$ cat src/rtl/radio_tx_gain_ramp_if.sv
// Handshake bundle between the Tx controller and the gain ramp generator.
interface radio_tx_gain_ramp_if #(
    parameter int GAIN_W = 6,
    parameter int STEP_W = 4,
    parameter int CNT_W  = 8
);
    logic              tx_start;
    logic              tx_en;
    logic [GAIN_W-1:0] target_gain;
    logic [STEP_W-1:0] gain_step;
    logic [CNT_W-1:0]  step_interval;
    logic [CNT_W-1:0]  start_delay;
    logic [GAIN_W-1:0] user_Tx_gain;
    logic              ramp_busy;
    logic              ramp_done;
    logic              tx_active;

    modport master (
        output tx_start, tx_en, target_gain, gain_step,
        output step_interval, start_delay,
        input  user_Tx_gain, ramp_busy, ramp_done, tx_active
    );

    modport slave (
        input  tx_start, tx_en, target_gain, gain_step,
        input  step_interval, start_delay,
        output user_Tx_gain, ramp_busy, ramp_done, tx_active
    );
endinterface

$ cat src/rtl/radio_tx_gain_ramp.sv
// Tx gain ramp: delay, then stepped ramp 0->target, hold while TxEn is high.
// Optional RAMP_DOWN_EN adds a stepped ramp back to 0 on TxEn fall.
module radio_tx_gain_ramp #(
    parameter int GAIN_W = 6,
    parameter int STEP_W = 4,
    parameter int CNT_W  = 8
) (
    input logic                  converter_clock_in,
    input logic                  converter_reset_n,
    radio_tx_gain_ramp_if.slave  bus
);
    localparam int SW = GAIN_W + 1;

    typedef enum logic [2:0] {
        IDLE,
        DELAY,
        RAMP,
`ifdef RAMP_DOWN_EN
        RAMPDN,
`endif
        HOLD
    } state_t;

    state_t state_q, state_d;
    logic [GAIN_W-1:0] gain_q, gain_d, tgt_q, tgt_d;
    logic [STEP_W-1:0] step_q, step_d;
    logic [CNT_W-1:0]  itv_q, itv_d, dly_q, dly_d, icnt_q, icnt_d;
    logic              start_q, busy_q, busy_d, done_q, done_d;
    logic              act_q, act_d, start_evt;
    logic [SW-1:0]     sum;
    logic [GAIN_W-1:0] up;
`ifdef RAMP_DOWN_EN
    logic [GAIN_W-1:0] dn;
`endif

    always_ff @(posedge converter_clock_in) begin
        if (!converter_reset_n) begin
            state_q <= IDLE;
            gain_q  <= '0;
            tgt_q   <= '0;
            step_q  <= '0;
            itv_q   <= '0;
            dly_q   <= '0;
            icnt_q  <= '0;
            start_q <= 1'b0;
            busy_q  <= 1'b0;
            done_q  <= 1'b0;
            act_q   <= 1'b0;
        end else begin
            state_q <= state_d;
            gain_q  <= gain_d;
            tgt_q   <= tgt_d;
            step_q  <= step_d;
            itv_q   <= itv_d;
            dly_q   <= dly_d;
            icnt_q  <= icnt_d;
            start_q <= bus.tx_start;
            busy_q  <= busy_d;
            done_q  <= done_d;
            act_q   <= act_d;
        end
    end

    always_comb begin
        state_d   = state_q;
        gain_d    = gain_q;
        tgt_d     = tgt_q;
        step_d    = step_q;
        itv_d     = itv_q;
        dly_d     = dly_q;
        icnt_d    = icnt_q;
        done_d    = 1'b0;
        start_evt = bus.tx_start & ~start_q;
        // One extra bit so a step near full scale clamps instead of wrapping
        sum = {1'b0, gain_q} + SW'(step_q);
        up  = (sum > {1'b0, tgt_q}) ? tgt_q : sum[GAIN_W-1:0];
`ifdef RAMP_DOWN_EN
        dn  = (gain_q > GAIN_W'(step_q)) ? gain_q - GAIN_W'(step_q) : '0;
`endif
        unique case (state_q)
            IDLE: begin
                gain_d = '0;
                if (start_evt && bus.tx_en) begin
                    tgt_d  = bus.target_gain;
                    step_d = (bus.gain_step == '0) ? STEP_W'(1) : bus.gain_step;
                    itv_d  = bus.step_interval;
                    if (bus.start_delay != '0) begin
                        state_d = DELAY;
                        dly_d   = bus.start_delay - 1'b1;
                    end else begin
                        state_d = RAMP;
                        icnt_d  = bus.step_interval;
                    end
                end
            end
            DELAY: begin
                if (!bus.tx_en) begin
                    state_d = IDLE;
                    gain_d  = '0;
                end else if (dly_q == '0) begin
                    state_d = RAMP;
                    icnt_d  = itv_q;
                end else begin
                    dly_d = dly_q - 1'b1;
                end
            end
            RAMP: begin
                if (!bus.tx_en) begin
`ifdef RAMP_DOWN_EN
                    state_d = RAMPDN;
                    icnt_d  = itv_q;
`else
                    state_d = IDLE;
                    gain_d  = '0;
`endif
                end else if (gain_q == tgt_q) begin
                    state_d = HOLD;
                    done_d  = 1'b1;
                end else if (icnt_q == '0) begin
                    gain_d = up;
                    icnt_d = itv_q;
                    if (up == tgt_q) begin
                        state_d = HOLD;
                        done_d  = 1'b1;
                    end
                end else begin
                    icnt_d = icnt_q - 1'b1;
                end
            end
            HOLD: begin
                if (!bus.tx_en) begin
`ifdef RAMP_DOWN_EN
                    state_d = RAMPDN;
                    icnt_d  = itv_q;
`else
                    state_d = IDLE;
                    gain_d  = '0;
`endif
                end
            end
`ifdef RAMP_DOWN_EN
            RAMPDN: begin
                if (icnt_q == '0) begin
                    gain_d = dn;
                    icnt_d = itv_q;
                    if (dn == '0) state_d = IDLE;
                end else begin
                    icnt_d = icnt_q - 1'b1;
                end
            end
`endif
            default: begin
                state_d = IDLE;
                gain_d  = '0;
            end
        endcase
        busy_d = (state_d == DELAY) || (state_d == RAMP);
`ifdef RAMP_DOWN_EN
        busy_d = busy_d || (state_d == RAMPDN);
`endif
        act_d = (state_d == HOLD);
    end

    assign bus.user_Tx_gain = gain_q;
    assign bus.ramp_busy    = busy_q;
    assign bus.ramp_done    = done_q;
    assign bus.tx_active    = act_q;
endmodule

$ cat src/flat_wrapper.sv
// flat-port wrapper written by rule: the top's interface ports become plain ports
module radio_tx_gain_ramp_flat 
#(
    parameter int GAIN_W = 6,
    parameter int STEP_W = 4,
    parameter int CNT_W  = 8
)
  (converter_clock_in, converter_reset_n, bus_tx_start, bus_tx_en, bus_target_gain, bus_gain_step, bus_step_interval, bus_start_delay, bus_user_Tx_gain, bus_ramp_busy, bus_ramp_done, bus_tx_active);
  radio_tx_gain_ramp_if #(.GAIN_W(GAIN_W), .STEP_W(STEP_W), .CNT_W(CNT_W)) bus_i ();
  input logic converter_clock_in;
  input logic converter_reset_n;
  input wire logic [$bits(bus_i.tx_start)-1:0] bus_tx_start;
  input wire logic [$bits(bus_i.tx_en)-1:0] bus_tx_en;
  input wire logic [$bits(bus_i.target_gain)-1:0] bus_target_gain;
  input wire logic [$bits(bus_i.gain_step)-1:0] bus_gain_step;
  input wire logic [$bits(bus_i.step_interval)-1:0] bus_step_interval;
  input wire logic [$bits(bus_i.start_delay)-1:0] bus_start_delay;
  output wire logic [$bits(bus_i.user_Tx_gain)-1:0] bus_user_Tx_gain;
  output wire logic [$bits(bus_i.ramp_busy)-1:0] bus_ramp_busy;
  output wire logic [$bits(bus_i.ramp_done)-1:0] bus_ramp_done;
  output wire logic [$bits(bus_i.tx_active)-1:0] bus_tx_active;
  assign bus_i.tx_start = bus_tx_start;
  assign bus_i.tx_en = bus_tx_en;
  assign bus_i.target_gain = bus_target_gain;
  assign bus_i.gain_step = bus_gain_step;
  assign bus_i.step_interval = bus_step_interval;
  assign bus_i.start_delay = bus_start_delay;
  assign bus_user_Tx_gain = bus_i.user_Tx_gain;
  assign bus_ramp_busy = bus_i.ramp_busy;
  assign bus_ramp_done = bus_i.ramp_done;
  assign bus_tx_active = bus_i.tx_active;
  radio_tx_gain_ramp #(.GAIN_W(GAIN_W), .STEP_W(STEP_W), .CNT_W(CNT_W)) u_core (.converter_clock_in(converter_clock_in), .converter_reset_n(converter_reset_n), .bus(bus_i));
endmodule
$ cat config.mk
export PLATFORM = sky130hd
export DESIGN_NAME = radio_tx_gain_ramp_flat
export DESIGN_NICKNAME = d
export VERILOG_FILES = /design/src/rtl/radio_tx_gain_ramp_if.sv /design/src/rtl/radio_tx_gain_ramp.sv /design/src/flat_wrapper.sv
export SDC_FILE = /design/constraint.sdc
export NUM_CORES = 1
export LEC_CHECK = 0
export ABC_AREA = 1
export ABC_CLOCK_PERIOD_IN_PS = 2800
export BUFFER_PORTS_ARGS = -buffer_cell sky130_fd_sc_hd__buf_2
export CORE_UTILIZATION = 40
export DETAILED_ROUTE_END_ITERATION = 12
export PLACE_DENSITY = 0.66
export SLEW_MARGIN = 20
export SYNTH_ARGS = -nofsm -noshare
export SYNTH_HDL_FRONTEND = slang
export SYNTH_SLANG_ARGS = --single-unit
$ cat constraint.sdc
create_clock -name converter_clock_in -period 2.8 [get_ports converter_clock_in]
set_clock_uncertainty 0.2 [all_clocks]
set_input_delay 0.56 -clock converter_clock_in [delete_from_list [all_inputs] [get_ports converter_clock_in]]
set_output_delay 0.56 -clock converter_clock_in [all_outputs]
set_load 0.01 [all_outputs]
# Word level (Yosys, flattened, before mapping)
# Index checks and enable logic that the tools add are counted.
[totals]
register_bits = 47
inputBits = 30
output_inout_bits = 9
elab_cells = 85
[classes]
addsub = 4
magnitude_cmp = 1
eq_ne = 19
mux = 33
bitwise = 2
n_reduce_logical = 15
[op_table]
columns = ["cell", "count"]
rows = [
  ["8-bit 2-to-1 mux", 11],
  ["6-bit 2-to-1 mux", 5],
  ["3-bit 2-to-1 mux", 8],
  ["8-bit one-hot mux with 3 select lines", 1],
  ["8-bit by 1-bit subtractor with 8-bit output (second input constant)", 3],
  ["8-bit logical NOT", 2],
  ["8-bit one-hot mux with 2 select lines", 1],
  ["3-bit by 2-bit equality test with 1-bit output (second input constant)", 4],
  ["6-bit equality test", 2],
  ["2-bit inequality test (second input constant)", 6],
  ["3-bit one-hot mux with 4 select lines", 1],
  ["6-bit one-hot mux with 2 select lines", 1],
  ["8-bit nonzero test", 1],
  ["6-bit by 4-bit adder with 7-bit output", 1],
  ["7-bit by 6-bit > comparator with 1-bit output", 1],
  ["7-bit AND reduction", 1],
  ["3-bit by 1-bit equality test with 1-bit output (second input constant)", 2],
  ["2-bit by 1-bit inequality test with 1-bit output (second input constant)", 3],
  ["3-bit AND reduction", 2],
  ["5-bit AND reduction", 1],
  ["4-bit logical NOT", 1],
  ["4-bit 2-to-1 mux", 1],
  ["3-bit logical NOT", 1],
  ["1-bit 2-to-1 mux", 3],
  ["11 further kinds", 11],
]

# Longest topological paths before layout
# Gate-level depths: netlist of run 1.
[logic_depth]
word_depth = 11
mapped_depth = 24
ltp_nobuf = 24

# Worst setup path after synthesis of run 1
# No wires, ideal clock.
[synth_path]
kind = "reg-to-reg"
from = "register u_core.gain_q[0] (netlist: u_core.bus.user_Tx_gain[0])"
to = "register u_core.busy_q (netlist: u_core.bus.ramp_busy)"
setup_time_ps = 117
arrival_time_ps = 2641
t_required_ps = 2483
slack_ps = -158
path_stages_with_launch = 22
n_path_buf = 0
period_less_slack_ps = 2958
cell_sequence = "dfxtp_1 ha_1 fa_1 nand2_1 nand2_2 nand2_1 nand2_1 nand2_1 inv_1 ha_1 and3_1 nand3_1 nand2_1 nand2_4 nand3_1 nand2_1 nor2_1 nand3_1 nand2_1 nand2_2 o2111ai_1 inv_1"
[synth_via]
elab_chain_cells = 11
elab_cells_between_ends = 13
classes_between = "add/sub: 1; order compare: 1; eq/ne: 4; mux: 6; reduce/logical: 1"
[synth_lines]
columns = ["item", "line_no", "source"]
rows = [
  ["start: declaration", "radio_tx_gain_ramp.sv:25", "logic [GAIN_W-1:0] gain_q, gain_d, tgt_q, tgt_d;"],
  ["start signal: assignment", "radio_tx_gain_ramp.sv:51", "gain_q <= gain_d;"],
  ["6-bit by 4-bit adder with 7-bit output", "radio_tx_gain_ramp.sv:75", "sum = {1'b0, gain_q} + SW'(step_q);"],
  ["7-bit by 6-bit > comparator with 1-bit output", "radio_tx_gain_ramp.sv:76", "up = (sum > {1'b0, tgt_q}) ? tgt_q : sum[GAIN_W-1:0];"],
  ["6-bit 2-to-1 mux", "radio_tx_gain_ramp.sv:76", ""],
  ["6-bit equality test", "radio_tx_gain_ramp.sv:122", "if (up == tgt_q) begin"],
  ["3-bit 2-to-1 mux", "radio_tx_gain_ramp.sv:122", ""],
  ["3-bit 2-to-1 mux", "radio_tx_gain_ramp.sv:119", "end else if (icnt_q == '0) begin"],
  ["3-bit 2-to-1 mux (*)", "radio_tx_gain_ramp.sv:116", "end else if (gain_q == tgt_q) begin"],
  ["3-bit 2-to-1 mux (*)", "radio_tx_gain_ramp.sv:108", "if (!bus.tx_en) begin"],
  ["3-bit one-hot mux with 4 select lines (*)", "radio_tx_gain_ramp.sv:80", "unique case (state_q)"],
  ["3-bit by 1-bit equality test with 1-bit output / 3-bit by 2-bit equality test with 1-bit output (equally long branches)", "radio_tx_gain_ramp.sv:157", "busy_d = (state_d == DELAY) || (state_d == RAMP);"],
  ["1-bit logical OR (*)", "radio_tx_gain_ramp.sv:157", ""],
  ["end signal: assignment", "radio_tx_gain_ramp.sv:58", "busy_q <= busy_d;"],
  ["end: declaration", "radio_tx_gain_ramp.sv:28", "logic start_q, busy_q, busy_d, done_q, done_d;"],
]
# Every way passes the cells marked *; elsewhere a longest branch is shown, timed or not.
# A chain may end at the register's enable or synchronous reset.

# Final worst setup path of run 1
# Ends and elaborated chain as after synthesis.

==> flow_summary_export.csv, run 1 <==
group,metric,value,unit
sta,finalCriticalPeriod,2.979,ns
cts,cts_tree,"built",
worst_hold_path,worstHoldStart,"u_core.itv_q[1]",
route,totalWireLength,8.121,mm
layout,syn2layout_area_growth,23.89,%
sta,tightest_slew,0.5601,ns
power_and_ir_drop,total_power,1.574,mW
layout,nets,553,
route,wl_per_cell,13.33,um
setup_path,crit_path_start_kind,"register",
power_and_ir_drop,ir_drop,0.0002561,V
place,hpwl,5.953,mm
route,drt_first_pass_iters,5,
logic_synthesis,yosysSeqAreaShare,0.3109,
place,portBuffers,38,
status,status,"finished, violations left",
setup_path,crit_type,"reg -> reg",
grt,grt_first_pass_wirelength,13.34,mm
power_and_ir_drop,p_sw,493.1,uW
layout,final_common_cell,"nand2_1",
place,place_congestion,0.8548,
setup_path,timing.rr.start,"u_core.bus.user_Tx_gain[0]",
logic_synthesis,yosys-top-cells-area,"dfxtp_1 (31%), nand2_1 (12%), inv_1 (6.8%)",
power_and_ir_drop,pwr-share-seq,0.458,
sta,slew_headroom,0.6262,
worst_hold_path,hold_depth,2,
route,drt-initial-drc-count,274,
worst_hold_path,hold_end,"u_core.itv_q[1]",
logic_synthesis,synth-edff-count,0,
cts,clockRootBuffer,"clkbuf_8",
sta,max_freq,335.7,MHz
route,vias_per_cell,5.202,
grt,grt_max_degree,22,
sta,setup_ws,-0.1789,ns
route,detail-route-antenna-nets,0,
worst_hold_path,hp-class,"reg -> reg",
route,vias,3168,
cts,clkLatencyLatePin,0.31,ns
sta,rsz0062_at_grt,"yes",
logic_synthesis,synth_top_area_share,0.3109,
power_and_ir_drop,switching_share,0.3132,
sta,setup_tns,-1.270,ns
logic_synthesis,avgSynthCellArea,6.817,sq um
logic_synthesis,synth_area,3027,sq um
floorplan,num_io_pins,39,
sta,slew_violations,0,
setup_path,r2r_end,"u_core.bus.ramp_busy",
power_and_ir_drop,power.leakage,1.752,nW
cts,htree_levels,2,
setup_path,r2r_setup_slack,-0.18,ns
setup_path,worstPathRequired,2.80,ns
logic_synthesis,yosys_warnings,0,
cts,clock-sinks,47,
cts,cts_buffers,5,
setup_path,cp.arrival,2.98,ns
layout,most-common-layout-cells,"nand2_1 (87), inv_1 (54), dfxtp_1 (44), nor2_1 (41), buf_2 (38)",
grt,grt.total_usage,0.2169,
logic_synthesis,syn_inst,444,
grt,antenna_found_initial,0,
cts,max-clock-path-buffers,2,
logic_synthesis,synth_cell_types,44,
floorplan,die_h,88.99,um
status,violations,"negative setup slack",
sta,hold_viol,0,
logic_synthesis,synth-seq-cells,47,
power_and_ir_drop,clock_power_share,0.298,
floorplan,core_area,7292,sq um
floorplan,dieWidth,88.99,um
setup_path,worst-path-max-fanout,6,
cts,holdBufCountCts,0,
power_and_ir_drop,intPower,1.081,mW
floorplan,dieArea,7918,sq um
logic_synthesis,syn-num-nets,488,
power_and_ir_drop,combinationalPowerShare,0.244,
layout,n_antenna_cell,0,
layout,layout-drive-gt1-share,0.2471,
sta,finalSetupViolations,10,
sta,post-route-period-util,1.064,
cts,clk_pin_slew,0.09,ns
floorplan,start_util,0.4151,
grt,grt_overflow,0,
setup_path,cp-end-kind,"register",
floorplan,fp-row-count,31,
route,post-route-drc-count,0,
power_and_ir_drop,power.density,419.9,nW/um^2
flow_run,max-cap-violations,0,
setup_path,rr_worst_depth,25,
grt,first_global_vias,2913,
logic_synthesis,yosysTopAreaCell,"dfxtp_1",
logic_synthesis,synth_async_sr_flop_share,0,
logic_synthesis,synth_ff_type,"dfxtp_1",
power by group through the flow:
stage          clock network, mW  registers, mW  logic [mW]
2_1_floorplan                  0          0.730       0.242
3_3_place_gp                   0          0.736       0.331
3_5_place_dp                   0          0.735       0.337
4_1_cts                    0.474          0.720       0.372
5_1_grt                    0.502          0.725       0.428
6_report                   0.470          0.721       0.384
cells by family (layout without fill, tap and decap cells):
logic type      count (synthesis)  in the layout  synth area share
simple gates                  191            191            0.2877
compound gates                104            104            0.2013
buf+inv                        75            141            0.1009
flops                          47             47            0.3109
fa+ha+maj                      14             14           0.06036
xor+xnor                        8              8           0.02315
mux                             4              4           0.01447
other cells                     1              1          0.001239
worst max-delay path, stage by stage, from the launching register on:
cell	delay [ns]
dfxtp_2	0.35
ha_4	0.16
fa_2	0.38
nand2_2	0.09
nand2_2	0.06
nand2_1	0.06
nand2_1	0.06
nand2_2	0.06
inv_2	0.05
ha_4	0.27
nand2_2	0.04
nand2_1	0.08
nand2_1	0.06
nand2_1	0.05
nor2_1	0.05
nand2_2	0.07
nand2_4	0.07
buf_4	0.14
nand3_1	0.06
nand2_1	0.05
nor2_1	0.08
nand3_1	0.09
nand2_1	0.08
nand2_2	0.09
o2111ai_2	0.07
inv_1	0.05
how the worst max path moves through the flow:
stage | start | endpoint | cells past startpoint | slack [ns]
after floorplan | u_core.bus.user_Tx_gain[0] | u_core.bus.ramp_busy | 21 | -0.0003
after global placement | u_core.step_q[0] | u_core.bus.ramp_busy | 21 | -0.04
after detailed placement | u_core.step_q[0] | u_core.bus.ramp_busy | 21 | -0.12
after CTS | u_core.bus.user_Tx_gain[0] | u_core.bus.ramp_busy | 21 | -0.13
after global routing | u_core.step_q[0] | u_core.bus.ramp_busy | 25 | -0.36
final | u_core.bus.user_Tx_gain[0] | u_core.bus.ramp_busy | 25 | -0.18
sequential cells by signal, summed over array words and instances, names as in the netlist:
register / count
u_core.bus.user_Tx_gain: 6
u_core.bus.ramp_busy: 1
u_core.start_q: 1
u_core.bus.tx_active: 1
u_core.icnt_q: 8
u_core.dly_q: 8
u_core.tgt_q: 6
u_core.bus.ramp_done: 1
u_core.state_q: 3
u_core.step_q: 4
u_core.itv_q: 8
cell usage after synthesis (2+ instances only):
cell type,count
buf_2,2
nand4_1,8
dfxtp_1,47
buf_6,2
nand2_1,94
o2111ai_1,2
o21ai_1,3
nor2_1,41
nor4_1,6
a21oi_1,37
o21ai_0,33
nand3_1,26
o21ai_2,3
inv_1,55
clkbuf_1,6
nor3_1,3
nor2_2,3
a31oi_1,3
nand2_2,2
mux2i_1,3
ha_1,13
a211oi_1,3
xor2_1,8
o211ai_1,15
inv_2,7
cell type report:
| class | instances | area [sq um] |
|---|---|---|
| clock buffer | 7 | 96.34 |
| clock inverter | 1 | 7.507 |
| multi-input combinational | 322 | 1901 |
| inverter | 64 | 242.7 |
| tap | 99 | 123.9 |
| timing repair buffer | 69 | 434.2 |
| sequential | 47 | 944.7 |
| fill | 744 | 3542 |
metal layers:
layer	track usage	up-vias	routed length, um
met5	0	-	0
met1	0.2824	1455	3774
met4	0.06061	0	104
met3	0.03324	11	341
met2	0.3741	85	3900
li1	-	1617	-
metrics by stage:
step	setup slack, ns	hold slack, ns	instance area (sq um)	util	std cells
CTS	-0.1268	0.2573	3691	0.5062	608
floorplan	-0.0002525	0.2245	3038	-	444
global placement	-0.04453	0.2386	3470	0.4758	594
global route	-0.3620	0.2890	3750	0.5142	609
finish	-0.1789	0.2549	3750	0.5142	609
detailed placement	-0.1245	0.2437	3470	0.4758	594
what timing repair did:
item	CTS	global route
gates resized for setup	17	9
pin swaps	11	6
endpoints found under the setup margin	5	10
buffers inserted	6	3
Power figures use the tool's default switching activity.
==> run 2, diff against run 1 <==
Settings changed: CELL_PAD_IN_SITES_DETAIL_PLACEMENT set to 0, CELL_PAD_IN_SITES_GLOBAL_PLACEMENT set to 2, CORE_UTILIZATION 40 to 29, CTS_BUF_LIST set to sky130_fd_sc_hd__clkbuf_4 sky130_fd_sc_hd__clkbuf_8 sky130_fd_sc_hd__clkbuf_16, PLACE_DENSITY 0.66 to 0.81.
==> run 2 against run 1 <==
The run still ends with negative setup slack left. Final area grew 2.1%. Critical endpoint unchanged. Register-to-register slack gained 0.03 ns. Global-route usage shrank 5.3 points. Final cell count grew 5.6%. Non-clock buffer count is the same. First-iteration DRC count shrank 62%. Sequential cell count is the same. Critical path type unchanged.
==> flow_summary_export.csv, run 2 (synthesis results as in run 1) <==
group,metric,value,unit
sta,slew_headroom,0.6246,
place,dpl_cell_area,3520,sq um
layout,finalNonFillerCells,643,
floorplan,start_util,0.3040,
sta,slew_violations,0,
setup_path,cp.arrival,3.00,ns
route,drt-initial-drc-count,103,
route,vias_per_cell,4.760,
floorplan,core_area,9955,sq um
floorplan,dieWidth,104.2,um
sta,finalCriticalPeriod,2.947,ns
layout,most-common-layout-cells,"nand2_1 (83), inv_1 (53), dfxtp_1 (44), nor2_1 (38), buf_2 (38)",
layout,layout-drive-gt1-share,0.2667,
floorplan,die_h,104.2,um
route,wl_per_cell,13.32,um
layout,fill_cells,1062,
layout,regArea,947.2,sq um
layout,final_common_cell,"nand2_1",
sta,tightest_slew,0.5625,ns
layout,n_antenna_cell,0,
place,hpwl,6.373,mm
setup_path,cpPeakStageDelay,0.36,ns
setup_path,worstPathRequired,2.86,ns
sta,post-route-period-util,1.052,
grt,first_global_vias,2907,
flow_run,max-cap-violations,0,
status,violations,"negative setup slack",
cts,htree_levels,2,
status,status,"finished, violations left",
sta,holdWs,0.2398,ns
sta,setup_tns,-0.8463,ns
cts,holdBufCountCts,0,
floorplan,dieArea,10850,sq um
floorplan,fp-row-count,36,
route,totalWireLength,8.564,mm
place,dpl_worst_slack,-0.1650,ns
layout,post-route-util,0.3846,
sta,rsz0062_at_grt,"yes",
setup_path,cp-end-kind,"register",
layout,top_regs,"u_core.dly_q (8), u_core.icnt_q (8), u_core.itv_q (8)",
sta,hold_viol,0,
cts,max-clock-path-buffers,2,
cts,clkLatencyLatePin,0.31,ns
sta,max_freq,339.3,MHz
layout,multi_input_area,1919,sq um
setup_path,crit_slowest_cell,"fa_2",
sta,setup_ws,-0.1469,ns
layout,final_area,3829,sq um
setup_path,worst-path-max-fanout,5,
worst_hold_path,hp-class,"in -> reg",
place,portBuffers,38,
power_and_ir_drop,power.leakage,1.765,nW
setup_path,crit_type,"reg -> reg",
power_and_ir_drop,total_power,1.597,mW
cts,cts_tree,"built",
layout,syn2layout_area_growth,26.50,%
cts,clock-sinks,47,
grt,grt.total_usage,0.1642,
grt,antenna_found_initial,0,
route,post-route-drc-count,0,
setup_path,crit_path_start_kind,"register",
grt,grt_overflow,0,
cts,clk_pin_slew,0.10,ns
power_and_ir_drop,ir_drop,0.0001867,V
grt,grt_first_pass_wirelength,14.35,mm
setup_path,crit_chain,"ha_4 -> fa_2 -> nand2_2 -> nand2_2 -> nand2_1 -> nand2_1 -> nand2_2 -> inv_2 -> ha_4 -> and3_4 -> nand4_1 -> nand2_4 -> buf_6 -> nand3_2 -> nand2_1 -> nor2_2 -> nand3_1 -> nand2_1 -> nand2_2 -> o2111ai_2 -> inv_1",
route,drt_first_pass_iters,4,
layout,nets,553,
grt,grt_max_degree,29,
power_and_ir_drop,power.density,417.0,nW/um^2
place,place_congestion,0.8442,
sta,finalSetupViolations,8,
floorplan,num_io_pins,39,
place,placedCellCount,629,
cts,cts_buffers,5,
cts,clockRootBuffer,"clkbuf_8",
route,detail-route-antenna-nets,0,
route,vias,3061,
## run 2: changes by cell type in the layout (fill, tap and decap cells not counted), moves of 2 or more
cell,previous run,this run
nand3_1,23,18
nand3_2,4,9
nand2_1,87,83
nand2_2,9,13
buf_4,28,25
nor2_1,41,38
nor2_2,3,6
buf_6,3,5
## run 2: path summary, 6_finish.rpt
kind | from | to | slack [ns] | cells after the start
min | bus_tx_start | u_core.start_q | 0.24 | 3
max reg2reg | u_core.step_q[0] | u_core.bus.ramp_busy | -0.15 | 21
max | u_core.step_q[0] | u_core.bus.ramp_busy | -0.15 | 21
min reg2reg | u_core.itv_q[2] | u_core.itv_q[2] | 0.25 | 2
## run 2: power by group
part	internal, mW	switching, mW	total [mW]	leakage (nW)
clock network	0.202	0.263	0.465	0.0474
logic	0.178	0.233	0.411	1.33
registers	0.696	0.0238	0.720	0.385
## run 2: layout make-up
type,instances,area share
clock inverters,2,0.004248
clock buffers,6,0.02157
multi-input cells,322,0.5013
flip-flops and latches,47,0.2474
repair buffers,69,0.1186
inverters,64,0.06340
well taps,133,0.04346
## run 2: timing repair
item,4_1_cts,5_1_grt
resized for setup,22,18
setup buffers,5,4
pin swaps,22,22
endpoints found under the setup margin,10,10
hold endpoints to repair,0,0
## run 2: routing by layer
metal	vias to the layer above	wire, um	global-route usage
li1	1618	-	-
met1	1390	4455	0.2369
met2	49	3747	0.2548
met3	4	316	0.03195
met4	0	44	0.02755
met5	-	0	0
## run 2: worst max-delay path: cells and delay by family, from the launching register on
| kind | cells | cell delay [ns] |
|---|---|---|
| adders and majority gates | 3 | 0.78 |
| DFF | 1 | 0.35 |
| AOI/OAI and AO/OA | 1 | 0.10 |
| buffers and inverters | 3 | 0.25 |
| and+or+nand+nor | 14 | 1.21 |
